[src/rtl/vga_timing_gen.sv]
// Parametrised raster timing generator: h/v counters with combinational sync/active/coordinate
// decodes plus registered line-start, animate and end-of-frame pulses and a frame counter.
module vga_timing_gen #(
    parameter int unsigned H_ACTIVE = 640,
    parameter int unsigned H_FP     = 16,
    parameter int unsigned H_SYNC   = 96,
    parameter int unsigned H_BP     = 48,
    parameter int unsigned V_ACTIVE = 480,
    parameter int unsigned V_FP     = 10,
    parameter int unsigned V_SYNC   = 2,
    parameter int unsigned V_BP     = 33,
    parameter bit          HS_POL   = 1'b0,
    parameter bit          VS_POL   = 1'b0,
    parameter int unsigned CW       = 10,
    parameter int unsigned FW       = 16
) (
    input  logic          in_clock,
    input  logic          in_reset,
    input  logic          in_pixel_stb,
    input  logic          in_enable,
    output logic          out_Hsync,
    output logic          out_Vsync,
    output logic          out_blanking,
    output logic          out_active,
    output logic          out_line_start,
    output logic          out_screend,
    output logic          out_animate,
    output logic [CW-1:0] out_x,
    output logic [CW-1:0] out_y,
    output logic [FW-1:0] out_frame
);

    localparam int unsigned H_TOTAL  = H_ACTIVE + H_FP + H_SYNC + H_BP;
    localparam int unsigned V_TOTAL  = V_ACTIVE + V_FP + V_SYNC + V_BP;
    localparam int unsigned HS_START = H_ACTIVE + H_FP;
    localparam int unsigned HS_END   = HS_START + H_SYNC;
    localparam int unsigned VS_START = V_ACTIVE + V_FP;
    localparam int unsigned VS_END   = VS_START + V_SYNC;

    logic [CW-1:0] h_q, h_d, v_q, v_d;
    logic [FW-1:0] frame_q, frame_d;
    logic          line_start_q, line_start_d;
    logic          animate_q, animate_d;
    logic          screend_q, screend_d;
    logic          step, h_wrap, h_act, v_act;

    always_comb begin
        step         = in_pixel_stb & in_enable;
        h_wrap       = step && (32'(h_q) == H_TOTAL - 1);
        h_d          = h_q;
        v_d          = v_q;
        frame_d      = frame_q;
        line_start_d = h_wrap;
        animate_d    = h_wrap && (32'(v_q) == V_ACTIVE - 1);
        screend_d    = h_wrap && (32'(v_q) == V_TOTAL - 1);
        if (h_wrap) begin
            h_d = '0;
            v_d = screend_d ? '0 : v_q + CW'(1);
        end else if (step) begin
            h_d = h_q + CW'(1);
        end
        if (screend_d) begin
            frame_d = frame_q + FW'(1);
        end
    end

    always_ff @(posedge in_clock or posedge in_reset) begin
        if (in_reset) begin
            h_q          <= '0;
            v_q          <= '0;
            frame_q      <= '0;
            line_start_q <= 1'b0;
            animate_q    <= 1'b0;
            screend_q    <= 1'b0;
        end else begin
            h_q          <= h_d;
            v_q          <= v_d;
            frame_q      <= frame_d;
            line_start_q <= line_start_d;
            animate_q    <= animate_d;
            screend_q    <= screend_d;
        end
    end

    // Decodes are zero-latency relative to the counters; coordinates clamp during blanking.
    always_comb begin
        h_act          = 32'(h_q) < H_ACTIVE;
        v_act          = 32'(v_q) < V_ACTIVE;
        out_active     = h_act & v_act;
        out_blanking   = ~(h_act & v_act);
        out_x          = h_act ? h_q : CW'(H_ACTIVE - 1);
        out_y          = v_act ? v_q : CW'(V_ACTIVE - 1);
        out_Hsync      = (32'(h_q) >= HS_START && 32'(h_q) < HS_END) ? HS_POL : ~HS_POL;
        out_Vsync      = (32'(v_q) >= VS_START && 32'(v_q) < VS_END) ? VS_POL : ~VS_POL;
        out_line_start = line_start_q;
        out_animate    = animate_q;
        out_screend    = screend_q;
        out_frame      = frame_q;
    end

endmodule

[config.mk]
export PLATFORM = sky130hd
export DESIGN_NAME = vga_timing_gen
export DESIGN_NICKNAME = d
export VERILOG_FILES = /design/src/rtl/vga_timing_gen.sv
export SDC_FILE = /design/constraint.sdc
export NUM_CORES = 1
export LEC_CHECK = 0
export ABC_AREA = 1
export ABC_CLOCK_PERIOD_IN_PS = 1900
export BUFFER_PORTS_ARGS = -buffer_cell sky130_fd_sc_hd__buf_2
export CAP_MARGIN = 40
export CORE_UTILIZATION = 35
export DETAILED_ROUTE_END_ITERATION = 6
export PLACE_DENSITY_LB_ADDON = 0.15
export SLEW_MARGIN = 5
export SYNTH_ARGS = -nofsm -noshare
export SYNTH_HDL_FRONTEND = slang
export SYNTH_SLANG_ARGS = --single-unit
[constraint.sdc]
create_clock -name in_clock -period 1.9 [get_ports in_clock]
set_input_delay 0.38 -clock in_clock [delete_from_list [all_inputs] [get_ports in_clock]]
set_output_delay 0.38 -clock in_clock [all_outputs]
set_load 0.01 [all_outputs]
==> out/qor.yml <==
run_status:
  outcome: "complete, no violations"
global_routing:
  grt_pass1_wl_um: 10430
  grt_pass1_vias: 2171
  grt_max_degree: 40
  grt_overflow: 0
  grt_usage_pct: 18.00
  antenna_found_initial: 0
yosys:
  netlist_area_um2: 2452
  synthArstFlopShare_pct: 100.0
  syn_area_per_cell_um2: 7.047
  ys_seq_area_share_pct: 39.80
  synth_edf_count: 0
  synth_cell_types: 27
  synthCells: 348
  synth-seq-cells: 39
  syn_nets: 357
  yosys_warnings: 0
  ys.flop_type: "dfrtp_1"
floorplanning:
  placeableCoreArea_um2: 6794
  io_pins: 47
  rows: 30
  die_w_um: 85.71
  die_y_um: 85.71
  start_util_pct: 36.10
  dieArea_um2: 7345
layout:
  syn_to_final_growth_pct: 18.78
  postLayoutCoreUtil_pct: 42.87
  multi_input_area_um2: 1249
  finish.cell_count_without_fillers: 499
  num_antenna_cells: 0
  fill_cells: 745
  regArea_um2: 977.2
  drive_above_1_share_pct: 20.84
  layout.nets: 411
timing:
  fmax_mhz: 543.9
  hold_viol_final: 0
  period_share_pct: 96.76
  drv_slew: 0
  worst_pin_slew_ns: 0.5196
  final.setup_skew_ns: 0.007473
  setup_viol: 0
  period_minus_slack_ns: 1.838
  maxSlewHeadroom_pct: 65.36
  rsz0062_at_grt: "true"
  fin_setup_tns_ns: 0
critical_path:
  crit_path_start_kind: "flip-flop"
  critical_path.max_fanout: 4
  worst_ep_arrival_time_ns: 1.46
  required_ns: 1.52
  end_kind: "primary output"
  crit_type: "reg2out"
power_and_ir_drop:
  seqPwrFrac_pct: 49.0
  p_switching_mw: 0.6739
  ir_drop_mv: 0.2441
  swShare_pct: 33.47
  leakage_nw: 1.557
  power.internal_mw: 1.339
  pwr-share-comb_pct: 23.4
  p_per_area_nw_per_um2: 691.2
  power_frac_clock_pct: 27.6
drt:
  via_per_inst: 4.559
  post_drt_wl_per_cell_um: 11.85
  dr.max_layer_used: "met4"
  met3_length_um: 185
  met1_length_um: 3041
  vias: 2275
  routed_wl_um: 5912
  ant_nets: 0
  drt_drc_violations_left: 0
  dr.pass1.iters: 4
  first_iter_violations: 120
  wl_met2_um: 2622
place:
  place.gp.congestion: 0.8211
  dp.final_hpwl_um: 4458
  numPortBuffers: 45
  dp.cells: 490
cts:
  cts-hold-fix-buffers: 0
  clockBufferDepth: 2
  clockRootBuffer: "clkbuf_8"
  cts_buffers: 5
  h-tree-depth: 2
  clock_latency_ns: 0.30
  cts.sinks: 39
  cts.reportedPaths.clkPinSlew_ns: 0.08
  cts_tree: "built"
hold_path:
  hold_path.class: "in2async"
run:
  drv_cap: 0
==> through the flow <==
stage	setup WS, ns	total power, mW	area [um^2]	hold slack [ns]
final	0.06159	2.013	2913	0.1966
after global routing	-0.02093	2.153	2913	0.2636
after CTS	0.01506	2.027	2882	0.2244
after detailed placement	0.2671	1.467	2798	0.5053
after global placement	0.2859	1.460	2798	0.5105
after floorplan	0.2910	1.297	2452	0.4762
==> power groups by stage <==
stage	sequential (mW)	clock, mW	combinational (mW)
floorplan	0.977	0	0.320
global placement	0.997	0	0.464
detailed placement	0.999	0	0.468
CTS	0.983	0.573	0.470
global route	1.00	0.603	0.549
finish	0.986	0.556	0.472
==> layout by cell type, fill, tap and decap left out <==
cell type	count
nor3_1	6
a21oi_1	3
clkbuf_8	5
clkbuf_1	2
o21ai_0	18
nand2_2	6
nand3_2	1
inv_2	3
ha_1	5
o21ai_2	2
buf_4	7
nand4_1	13
xor2_1	9
nand2_1	98
nand3b_1	1
nand2_4	1
or2_2	1
nor2_4	6
dfrtp_1	38
nor2_1	42
clkinv_2	2
nand3_4	1
nand3_1	30
nor2_2	3
inv_1	51
dfrtp_2	1
buf_2	45
conb_1	1
xnor2_1	2
==> layout make-up <==
cell class | count | area share, %
Tap cell | 96 | 4.124
Inverter | 55 | 7.131
Timing Repair Buffer | 52 | 9.536
Multi-Input combinational cell | 249 | 42.87
Sequential cell | 39 | 33.55
Clock inverter | 1 | 0.1718
Clock buffer | 7 | 2.620
==> layer usage <==
layer	vias to the layer above	global-route usage (%)
met3	5	3.369
met2	44	28.80
met1	1040	24.64
li1	1186	-
met4	0	5.909
met5	-	0
==> kinds of logic (layout without fill, tap and decap cells) <==
family                     Yosys count  in the layout  share of synthesized area [%]
AOI/OAI and AO/OA                   23             23                          5.000
xor gates and xnor gates            11             11                          3.929
adders and majority gates            5              5                          2.551
buffers and inverters               60            115                          10.31
DFF                                 39             39                          39.80
other                                1              1                         0.1529
and+or+nand+nor                    209            209                          38.27
==> cells in the mapped netlist, types with 3 or more instances <==
cell / instances / share of area [%]
inv_1: 52 / 8.0
nor2_2: 3 / 0.77
nand2_1: 102 / 16
buf_6: 3 / 1.4
nor2_1: 44 / 6.7
nor2_4: 4 / 1.8
ha_1: 5 / 2.6
o21ai_0: 18 / 3.7
nand3_1: 30 / 6.1
nand4_1: 13 / 3.3
nor3_1: 6 / 1.2
xor2_1: 9 / 3.2
dfrtp_1: 39 / 40
a21oi_1: 3 / 0.61
==> what timing repair did <==
action                     in CTS  in global routing
pin swaps                       1                  1
buffers inserted                0                  1
setup endpoints to repair       4                 18
resized for setup               1                  9
==> critical path, cell delays in order (launching register included) <==
cell	delay (ns)
dfrtp_1	0.42
nand2_2	0.10
inv_2	0.07
nor2_4	0.11
inv_1	0.07
or2_2	0.26
buf_2	0.14
==> worst paths after layout <==
kind / start / endpoint / slack, ns / cells after the start
worst min-delay path: in_reset / h_q[9] / 0.20 / 3
min in group in_clock: in_enable / h_q[2] / 0.53 / 4
max in group asynchronous: in_reset / h_q[7] / 1.33 / 3
worst min register to register: out_frame[15] / out_frame[15] / 0.53 / 2
worst max register to register: v_q[5] / out_frame[12] / 0.25 / 9
worst max-delay path: h_q[9] / out_x[2] / 0.06 / 6
==> registers in the layout, summed over array words and instances, names as in the netlist <==
name and cells:
out_line_start 1, v_q 10, out_screend 1, h_q 10, out_frame 16, out_animate 1
Power figures use the tool's default switching activity.
